$ cat config.mk
export PLATFORM = sky130hd
export DESIGN_NAME = uart_frame_sequencer
export DESIGN_NICKNAME = d
export VERILOG_FILES = /design/src/rtl/uart_frame_sequencer.sv
export SDC_FILE = /design/constraint.sdc
export NUM_CORES = 1
export LEC_CHECK = 0
export BUFFER_PORTS_ARGS = -buffer_cell sky130_fd_sc_hd__buf_2
export CORE_AREA = 2 2 48 59
export CTS_CLUSTER_SIZE = 25
export DETAILED_ROUTE_END_ITERATION = 7
export DIE_AREA = 0 0 50 61
export HOLD_SLACK_MARGIN = 0.08
export PLACE_DENSITY = 0.84
export SLEW_MARGIN = 10
export SYNTH_ARGS = -nofsm -noshare
export SYNTH_HDL_FRONTEND = slang
export SYNTH_SLANG_ARGS = --single-unit
export TNS_END_PERCENT = 30
$ cat constraint.sdc
create_clock -name clk -period 2.55 [get_ports clk]
set_input_delay 0.3825 -clock clk [delete_from_list [all_inputs] [get_ports clk]]
set_output_delay 0.3825 -clock clk [all_outputs]
set_load 0.005 [all_outputs]
$ cat src/rtl/uart_frame_sequencer.sv
// Frame sequencer: UART RX FIFO -> frame RAM -> processor -> UART TX FIFO.
// Owns the RAM port and both FIFO strobes for one pass per frame.
module uart_frame_sequencer #(
    parameter int FRAME_BYTES = 32,
    parameter int ADDR_W      = 5
) (
    input  logic              clk,
    input  logic              reset,
    input  logic              rx_empty,
    input  logic [7:0]        rx_data,
    output logic              rd_uart,
    output logic              mem_we,
    output logic [ADDR_W-1:0] mem_addr,
    output logic [7:0]        mem_wdata,
    input  logic [7:0]        mem_rdata,
    output logic              proc_start,
    input  logic              proc_done,
    input  logic              tx_full,
    output logic              wr_uart,
    output logic [7:0]        tx_data,
    output logic              busy,
    output logic [7:0]        frame_count
);

    typedef enum logic [2:0] {
        IDLE,
        RECV,
        START,
        PROC,
        FETCH,
        SEND
    } state_t;

    localparam logic [ADDR_W-1:0] LAST = ADDR_W'(FRAME_BYTES - 1);

    state_t            state;
    logic [ADDR_W-1:0] cnt;

    always_ff @(posedge clk or posedge reset) begin
        if (reset) begin
            state       <= IDLE;
            cnt         <= '0;
            frame_count <= '0;
        end else begin
            unique case (state)
                IDLE: begin
                    cnt <= '0;
                    if (!rx_empty)
                        state <= RECV;
                end
                RECV: begin
                    if (!rx_empty) begin
                        if (cnt == LAST) begin
                            cnt   <= '0;
                            state <= START;
                        end else begin
                            cnt <= cnt + 1'b1;
                        end
                    end
                end
                START: state <= PROC;
                PROC: begin
                    if (proc_done) begin
                        cnt   <= '0;
                        state <= FETCH;
                    end
                end
                FETCH: state <= SEND;
                SEND: begin
                    // tx_full holds address and data until the push lands
                    if (!tx_full) begin
                        if (cnt == LAST) begin
                            cnt         <= '0;
                            state       <= IDLE;
                            frame_count <= frame_count + 8'd1;
                        end else begin
                            cnt   <= cnt + 1'b1;
                            state <= FETCH;
                        end
                    end
                end
                default: state <= IDLE;
            endcase
        end
    end

    assign rd_uart    = (state == RECV) && !rx_empty;
    assign mem_we     = rd_uart;
    assign wr_uart    = (state == SEND) && !tx_full;
    assign proc_start = (state == START);
    assign busy       = (state != IDLE);
    assign mem_addr   = cnt;
    assign mem_wdata  = rx_data;
    assign tx_data    = mem_rdata;

endmodule

==> flow_metrics.py, run 1 <==
metrics = {
    "status": {
        "status": "finished clean",
    },
    "timing": {
        "setup_violations": 0,
        "post-route-period-util": 0.801,
        "min_period_ps": 2040,
        "finalSetupTns_ps": 0,
        "fmax_mhz": 489,
        "rsz0062_at_grt": "no",
        "final_hold_viol_count": 0,
        "slew_viol_final": 0,
        "clock_skew_ps": 0.668,
        "relSlewSlack": 0.583,
        "worst_slew_pin_slew_ps": 626,
    },
    "cts": {
        "cts_tree": "done",
        "clkTransAtPathRegs_ps": 100,
        "clkSinkCount": 16,
        "cts_hold_buf": 0,
        "htreeDepth": 1,
        "cts_buffers": 3,
        "root_buffer": "clkbuf_4",
        "cts_setup_buffers": 0,
        "worstSkewPairLatency_ps": 280,
        "cts_resized": 0,
        "clockBufferDepth": 2,
    },
    "die": {
        "io_pins": 55,
        "dieArea_um2": 3050,
        "coreArea_um2": 2480,
        "num_rows": 20,
        "die_h_um": 61,
        "die_x_um": 50,
        "initial_utilization": 0.430,
    },
    "power_and_ir_drop": {
        "p_sw_mw": 0.313,
        "intPower_mw": 0.546,
        "pwr-share-comb": 0.362,
        "leakage_nw": 0.559,
        "power.total_mw": 0.859,
        "pwr-share-clk": 0.196,
        "p_seq_frac": 0.442,
        "peakVddDrop_uv": 295,
        "power_density_nw_per_um2": 779,
        "swShare": 0.364,
    },
    "drt": {
        "drc": 0,
        "final_antenna_net_count": 0,
        "drtPass1Iterations": 4,
        "drt_iter0_markers": 12,
        "routed_wl_um": 2200,
        "dr_total_vias": 804,
        "viasPerCell": 5.58,
        "wl_per_cell_um": 15.3,
    },
    "setup_path": {
        "cp.required_ps": 2750,
        "endpoint_kind": "register",
        "cp_max_fo": 9,
        "worstSetupPathType": "register to register",
        "r2r_start": "mem_addr[0]",
        "crit_start": "mem_addr[0]",
        "crit_arrival_ps": 2240,
        "r2r_cells": 5,
        "worstSetupStartpointType": "register",
    },
    "layout": {
        "area_growth_pct": 3.40,
        "nNetsFinal": 137,
        "layout-drive-gt1-share": 0.306,
        "antennaDiodeCount": 0,
        "final_common_cell": "buf_2",
        "final_cell_mix": "22 x buf_2, 16 x dfrtp_1, 6 x nand4_1",
        "fin_cells": 144,
    },
    "synth": {
        "yosysWarnings": 0,
        "avgSynthCellArea_um2": 10.1,
        "synth_seq_cells": 16,
        "synth_edf_count": 0,
        "synth_fp_nets": 131,
        "synth_cells": 106,
        "synth_seq_area_share": 0.376,
        "synthesis.area_um2": 1070,
        "synth-main-ff-cell": "dfrtp_1",
        "ys_types": 36,
        "postSynth.asyncResetShare": 1.00,
    },
    "place": {
        "place_inst": 140,
        "hpwlAfterDp_um": 1680,
        "port-buffer-count": 22,
        "gp_congestion": 0.840,
    },
    "flow_run": {
        "drv_cap": 0,
    },
    "global_routing": {
        "antenna_found_initial": 0,
        "grt_pass1_vias": 828,
        "grt_overflow": 0,
        "grt_util_all_layers": 0.163,
        "grt_max_degree": 17,
        "grt_first_pass_wirelength_um": 3780,
    },
    "min_path": {
        "min-delay-path-class": "input port to async pin",
    },
}
worst max-delay path, cell delays in order, from the launching register on:
cell and delay (ps):
dfrtp_1 440, ha_1 240, and3_1 220, ha_1 310, or4_1 560, o211ai_1 200
power groups by stage:
stage / combinational (mW) / sequential [mW] / clock, mW
6_report: 0.311 / 0.380 / 0.168
3_5_place_dp: 0.311 / 0.384 / 0
2_1_floorplan: 0.268 / 0.351 / 0
4_1_cts: 0.312 / 0.379 / 0.171
3_3_place_gp: 0.291 / 0.378 / 0
5_1_grt: 0.345 / 0.391 / 0.188
final timing paths:
| check | endpoint | slack, ps |
|---|---|---|
| max reg2reg | mem_addr[3] | 510 |
| min reg2reg | frame_count[7] | 480 |
| max in group asynchronous | mem_addr[3] | 1990 |
| min | mem_addr[4] | 160 |
| max | mem_addr[3] | 510 |
| min in group clk | state[1] | 440 |
kinds of logic after synthesis:
family | count (synthesis) | share of synthesized area
multiplexers | 2 | 0.0282
buffers and inverters | 27 | 0.163
AND/OR/NAND/NOR | 39 | 0.252
AO/OA/AOI/OAI | 11 | 0.0763
flip-flops | 16 | 0.376
XOR/XNOR | 7 | 0.0575
adder cells (fa/ha/maj) | 4 | 0.0470
registers in the layout, indices dropped and copies added (netlist names):
signal / flops
frame_count: 8
mem_addr: 5
state: 3
cells in the mapped netlist (2+ instances only):
master     n  area [um^2]
nand4_1    6         37.5
a31oi_1    2         12.5
o21ai_0    2         10.0
buf_4     19          143
and3_1     3         18.8
nor4b_1    2         17.5
a211o_1    2         17.5
nand4b_1   3         26.3
dfrtp_1   16          400
and2_1     2         12.5
xor2_1     2         17.5
inv_1      5         18.8
xnor2_1    5         43.8
nand3_1    4         20.0
nor3_1     4         20.0
ha_1       4         50.1
mux2_4     2         30.0
nor2_1     2         7.51
nand2_1    4         15.0
cell type report:
type	instances	area (um^2)
inverters	6	22.5
flip-flops and latches	16	400
well taps	33	41.3
multi-input cells	63	492
clock buffers	4	36.3
repair buffers	22	110
fillers	261	1380
metal layers:
metal,GRT usage,vias up,wire length [um]
met5,0,-,0
met4,0.0794,0,13
met3,0.0468,2,165
met2,0.278,35,1100
met1,0.188,395,918
li1,-,372,-
through the flow:
step	hold WS [ps]	setup slack [ps]	cell area (um^2)	util
after detailed placement	465	548	1070	0.430
after CTS	177	522	1100	0.445
after floorplan	296	652	1070	-
after global routing	206	395	1100	0.445
after global placement	461	682	1070	0.430
final	161	507	1100	0.445
(Power assumes the default switching activity.)
==> run 2, diff against run 1 <==
--- a/config.mk
+++ b/config.mk
@@ -5,13 +5,14 @@
 export SDC_FILE = /design/constraint.sdc
 export NUM_CORES = 1
 export LEC_CHECK = 0
+export ABC_AREA = 1
 export BUFFER_PORTS_ARGS = -buffer_cell sky130_fd_sc_hd__buf_2
-export CORE_AREA = 2 2 48 59
+export CORE_AREA = 2 2 49 60
 export CTS_CLUSTER_SIZE = 25
 export DETAILED_ROUTE_END_ITERATION = 7
-export DIE_AREA = 0 0 50 61
+export DIE_AREA = 0 0 51 62
 export HOLD_SLACK_MARGIN = 0.08
-export PLACE_DENSITY = 0.84
+export PLACE_DENSITY = 0.85
 export SLEW_MARGIN = 10
 export SYNTH_ARGS = -nofsm -noshare
 export SYNTH_HDL_FRONTEND = slang
==> constraint.sdc (replaced) <==
create_clock -name clk -period 2 [get_ports clk]
set_input_delay 0.3 -clock clk [delete_from_list [all_inputs] [get_ports clk]]
set_output_delay 0.3 -clock clk [all_outputs]
set_load 0.005 [all_outputs]
==> run 2 against run 1 <==
Design area up 8.3%. First-iteration DRC count up 67%. Power grew 39%. Clock power decreased by 4%. Cell count increased by 36%. Critical path depth grew 3. Non-clock buffer count unchanged. Utilization is 0.48 points higher. Via count up 20%. Die area grew 3.7%. Hold slack worse by 88 ps. Critical endpoint is now frame_count[4]. Largest cell class unchanged.
==> flow_metrics.py, run 2 <==
metrics = {
    "place": {
        "hpwlAfterDp_um": 1600,
        "port-buffer-count": 22,
        "gp_congestion": 0.784,
    },
    "power_and_ir_drop": {
        "power_density_nw_per_um2": 999,
        "intPower_mw": 0.661,
        "leakage_nw": 0.726,
        "p_seq_frac": 0.394,
        "pwr-share-clk": 0.135,
        "pwr-share-comb": 0.471,
        "swShare": 0.446,
        "p_sw_mw": 0.532,
        "peakVddDrop_uv": 378,
    },
    "cts": {
        "worstSkewPairLatency_ps": 280,
        "cts_hold_buf": 0,
        "clockBufferDepth": 2,
        "clkSinkCount": 16,
        "cts_buffers": 3,
        "cts_resized": 0,
        "cts_setup_buffers": 0,
        "htreeDepth": 1,
        "root_buffer": "clkbuf_4",
        "clkTransAtPathRegs_ps": 80,
        "cts_tree": "done",
    },
    "setup_path": {
        "endpoint_kind": "register",
        "cp_slowest_cell": "dfrtp_1",
        "cpPeakStageDelay_ps": 430,
        "worstSetupPathType": "register to register",
        "cp.required_ps": 2170,
        "critPathTopFamily": "simple AND/OR/NAND/NOR gates",
        "cp_max_fo": 9,
        "worst-path-buf-inv": 0,
        "crit_arrival_ps": 1920,
        "worstSetupStartpointType": "register",
        "path_cells": "ha_1 -> nand2_1 -> nor2_1 -> ha_1 -> nand2_1 -> nor2_8 -> nand2_2 -> xor2_1",
    },
    "die": {
        "initial_utilization": 0.435,
        "dieArea_um2": 3160,
        "num_rows": 21,
        "coreArea_um2": 2650,
        "die_x_um": 51,
        "io_pins": 55,
        "die_h_um": 62,
    },
    "drt": {
        "dr_total_vias": 963,
        "viasPerCell": 4.91,
        "drt_iter0_markers": 20,
        "routed_wl_um": 2030,
        "drc": 0,
        "drtPass1Iterations": 4,
        "final_antenna_net_count": 0,
        "wl_per_cell_um": 10.4,
    },
    "status": {
        "status": "finished clean",
    },
    "layout": {
        "top_register": "frame_count",
        "area_growth_pct": 3.47,
        "final_common_cell": "nand2_1",
        "layout-drive-gt1-share": 0.265,
        "largest_register_ffs": 8,
        "final_util": 0.450,
        "final_cell_mix": "39 x nand2_1, 22 x buf_2, 20 x inv_1",
        "nNetsFinal": 189,
        "antennaDiodeCount": 0,
    },
    "synth": {
        "ys_types": 22,
        "synthesis.area_um2": 1150,
        "synth_cells": 155,
        "synth_area_leaders": "dfrtp_1 35%, nand2_1 13%, buf_4 12%, inv_1 6.5%, ha_1 4.3%",
        "yosysTopAreaCellShare": 0.347,
        "yosysMostFrequentCell": "nand2_1",
        "synth_fp_nets": 180,
        "postSynth.asyncResetShare": 1.00,
        "synth_top_area_cell": "dfrtp_1",
        "avgSynthCellArea_um2": 7.44,
        "synth-main-ff-cell": "dfrtp_1",
        "synth_edf_count": 0,
        "yosysWarnings": 0,
        "yosys-top-cells-count": "39 x nand2_1, 20 x inv_1, 18 x buf_4, 16 x dfrtp_1, 12 x nor2_1",
        "synth_seq_area_share": 0.347,
        "synth_seq_cells": 16,
    },
    "timing": {
        "fmax_mhz": 571,
        "slew_viol_final": 0,
        "post-route-period-util": 0.876,
        "finalSetupTns_ps": 0,
        "clock_skew_ps": 1.87,
        "relSlewSlack": 0.600,
        "rsz0062_at_grt": "no",
        "final_hold_viol_count": 0,
        "min_period_ps": 1750,
        "setup_violations": 0,
        "worst_slew_pin_slew_ps": 599,
    },
    "global_routing": {
        "grt_first_pass_wirelength_um": 3260,
        "grt_pass1_vias": 830,
        "grt_util_all_layers": 0.136,
        "antenna_found_initial": 0,
        "grt_overflow": 0,
        "grt_max_degree": 17,
    },
    "min_path": {
        "min-delay-path-class": "input port to async pin",
    },
    "flow_run": {
        "drv_cap": 0,
    },
}
## run 2: metrics by stage
| step | worst slack, ps | instances | hold slack [ps] | total power, mW | area (um^2) |
|---|---|---|---|---|---|
| after global routing | 44.9 | 196 | 129 | 1.30 | 1190 |
| after CTS | 236 | 196 | 90.4 | 1.20 | 1190 |
| after detailed placement | 271 | 193 | 397 | 1.04 | 1170 |
| after global placement | 340 | 193 | 384 | 1.03 | 1170 |
| after floorplan | 378 | 155 | 214 | 0.928 | 1150 |
| final | 249 | 196 | 72.5 | 1.19 | 1190 |
## run 2: metal layers
metal | share of wire | track usage
met1 | 0.43 | 0.144
met4 | 0.024 | 0.0734
met2 | 0.51 | 0.269
met5 | 0 | 0
met3 | 0.040 | 0.00957
## run 2: final cells by class
type,instances,area [um^2]
clock buffers,3,22.5
multi-input cells,98,532
inverters,23,86.3
flip-flops and latches,16,400
well taps,34,42.5
repair buffers,22,110
fillers,269,1460
## run 2: logic make-up after synthesis
group | share of synthesized area
flops | 0.347
xor+xnor | 0.0380
fa+ha+maj | 0.0434
buf+inv | 0.192
compound gates | 0.0304
simple gates | 0.349
## run 2: path summary, 6_finish.rpt
kind	startpoint	to	slack (ps)	depth (start not counted)
worst max-delay path	mem_addr[0]	frame_count[4]	250	8
worst min-delay path	reset	frame_count[6]	70	2
worst max register to register	mem_addr[0]	frame_count[4]	250	8
worst min register to register	frame_count[7]	frame_count[7]	520	2
max in group asynchronous	reset	mem_addr[1]	1540	2
min in group clk	proc_done	state[1]	300	4
## run 2: power by group through the flow
| stage | combinational [mW] | clock (mW) | sequential [mW] |
|---|---|---|---|
| 5_1_grt | 0.644 | 0.175 | 0.483 |
| 2_1_floorplan | 0.483 | 0 | 0.445 |
| 3_3_place_gp | 0.556 | 0 | 0.472 |
| 6_report | 0.562 | 0.161 | 0.470 |
| 4_1_cts | 0.566 | 0.165 | 0.469 |
| 3_5_place_dp | 0.564 | 0 | 0.474 |
==> run 3, diff against run 2 <==
--- a/config.mk
+++ b/config.mk
@@ -7,12 +7,13 @@
 export LEC_CHECK = 0
 export ABC_AREA = 1
 export BUFFER_PORTS_ARGS = -buffer_cell sky130_fd_sc_hd__buf_2
-export CORE_AREA = 2 2 49 60
+export CORE_AREA = 2 2 48 59
 export CTS_CLUSTER_SIZE = 25
 export DETAILED_ROUTE_END_ITERATION = 7
-export DIE_AREA = 0 0 51 62
+export DIE_AREA = 0 0 50 61
 export HOLD_SLACK_MARGIN = 0.08
-export PLACE_DENSITY = 0.85
+export PLACE_DENSITY = 0.88
+export RECOVER_POWER = 50
 export SLEW_MARGIN = 10
 export SYNTH_ARGS = -nofsm -noshare
 export SYNTH_HDL_FRONTEND = slang
==> constraint.sdc (replaced) <==
create_clock -name clk -period 2.1 [get_ports clk]
set_input_delay 0.315 -clock clk [delete_from_list [all_inputs] [get_ports clk]]
set_output_delay 0.315 -clock clk [all_outputs]
set_load 0.005 [all_outputs]
==> run 3 against run 2 <==
Utilization is 3.7 points higher. Non-clock buffer count stayed put. Power is 0.74% lower. Hold slack better by 1.6 ps. Die area is 3.5% lower. Critical path type unchanged. Via count is 2.3% lower. Routed wire length is 1.1% higher.
==> flow_metrics.py, run 3 (same netlist as run 2, synthesis figures left out) <==
metrics = {
    "status": {
        "status": "finished clean",
    },
    "setup_path": {
        "worst_r2r_endpoint": "frame_count[5]",
        "crit_arrival_ps": 1980,
        "cp.required_ps": 2290,
        "endpoint_kind": "register",
        "worstSetupStartpointType": "register",
        "path_cells": "ha_1 -> nand2_1 -> nor2_1 -> ha_1 -> nand2_1 -> nor2_8 -> nand2_2 -> xor2_1",
        "cp_slowest_cell": "dfrtp_1",
        "r2r_start": "mem_addr[0]",
        "cp_max_fo": 9,
        "worstSetupPathType": "register to register",
        "worst-r2r-setup-slack_ps": 300,
        "cpPeakStageDelay_ps": 450,
        "r2r_cells": 8,
    },
    "power_and_ir_drop": {
        "leakage_nw": 0.733,
        "peakVddDrop_uv": 377,
        "power_density_nw_per_um2": 982,
    },
    "layout": {
        "antennaDiodeCount": 0,
        "nNetsFinal": 189,
        "final_common_cell": "nand2_1",
        "final_cell_mix": "39 x nand2_1, 22 x buf_2, 20 x inv_1",
        "area_growth_pct": 4.56,
        "top_register": "frame_count",
        "largest_register_ffs": 8,
        "layout-drive-gt1-share": 0.270,
    },
    "timing": {
        "fmax_mhz": 556,
        "final_hold_viol_count": 0,
        "rsz0062_at_grt": "no",
        "layout_setup_ws_ps": 302,
        "finalSetupTns_ps": 0,
        "relSlewSlack": 0.600,
        "worst_slew_pin_slew_ps": 600,
        "setup_violations": 0,
        "post-route-period-util": 0.856,
        "min_period_ps": 1800,
        "slew_viol_final": 0,
        "clock_skew_ps": 2.13,
    },
    "drt": {
        "drc": 0,
        "wl_per_cell_um": 10.5,
        "routed_wl_um": 2050,
        "drtPass1Iterations": 4,
        "viasPerCell": 4.80,
        "dr_total_vias": 941,
        "final_antenna_net_count": 0,
        "drt_iter0_markers": 24,
    },
    "global_routing": {
        "grt_overflow": 0,
        "grt_util_all_layers": 0.137,
        "grt_first_pass_wirelength_um": 3170,
        "grt_max_degree": 17,
        "antenna_found_initial": 0,
        "grt_pass1_vias": 817,
    },
    "place": {
        "gp_congestion": 0.822,
        "dpl_worst_slack_ps": 310,
        "port-buffer-count": 22,
        "hpwlAfterDp_um": 1680,
    },
    "cts": {
        "root_buffer": "clkbuf_4",
        "cts_tree": "done",
        "clkTransAtPathRegs_ps": 90,
        "cts_buffers": 3,
        "clkSinkCount": 16,
        "clockBufferDepth": 2,
        "htreeDepth": 1,
        "cts_resized": 0,
        "cts_setup_buffers": 0,
        "cts_hold_buf": 0,
        "worstSkewPairLatency_ps": 290,
    },
    "die": {
        "die_h_um": 61,
        "die_x_um": 50,
        "num_rows": 20,
        "dieArea_um2": 3050,
        "initial_utilization": 0.466,
        "io_pins": 55,
        "coreArea_um2": 2480,
    },
    "flow_run": {
        "drv_cap": 0,
    },
    "min_path": {
        "min-delay-path-class": "input port to async pin",
    },
}
run 3: cell count changes in the layout (fill, tap and decap cells not counted):
cell / change
clkbuf_8: +1
run 3: critical path: cells and delay by family (launching register included):
family	cells	cell delay (ps)
flip-flops	1	450
adder cells (fa/ha/maj)	2	410
XOR/XNOR	1	140
AND/OR/NAND/NOR	5	700
run 3: layout make-up:
cell class	count	area, um^2
multi-input combinational	98	532
tap	33	41.3
inverter	23	86.3
timing repair buffer	22	110
clock buffer	4	36.3
fill	246	1270
sequential	16	400
run 3: per-layer routing:
metal / wire [um] / up-vias / track usage / share of wire
met4: 46 / 0 / 0.0952 / 0.022
met5: 0 / - / 0 / 0
met3: 135 / 7 / 0.0148 / 0.066
li1: - / 478 / - / -
met1: 820 / 423 / 0.133 / 0.40
met2: 1050 / 33 / 0.271 / 0.51
run 3: worst max-delay path by stage:
stage	cells past startpoint	start	to
after floorplan	8	mem_addr[0]	frame_count[5]
after global placement	8	mem_addr[0]	frame_count[5]
after detailed placement	8	mem_addr[0]	frame_count[5]
after CTS	8	mem_addr[0]	frame_count[5]
after global routing	8	mem_addr[0]	frame_count[5]
final	8	mem_addr[0]	frame_count[5]
run 3: report_power, final:
group,switching (mW),total (mW),internal [mW]
clock,0.0975,0.203,0.106
combinational,0.328,0.531,0.203
sequential,0.0903,0.450,0.359
run 3: per-stage QoR:
stage,total power [mW],util,hold WS (ps),instance area (um^2),instances
floorplan,0.884,-,229,1150,155
detailed placement,0.989,0.472,403,1170,192
global placement,0.974,0.472,406,1170,192
finish,1.18,0.487,74.1,1210,196
global route,1.28,0.487,120,1210,196
CTS,1.19,0.487,85.4,1210,196
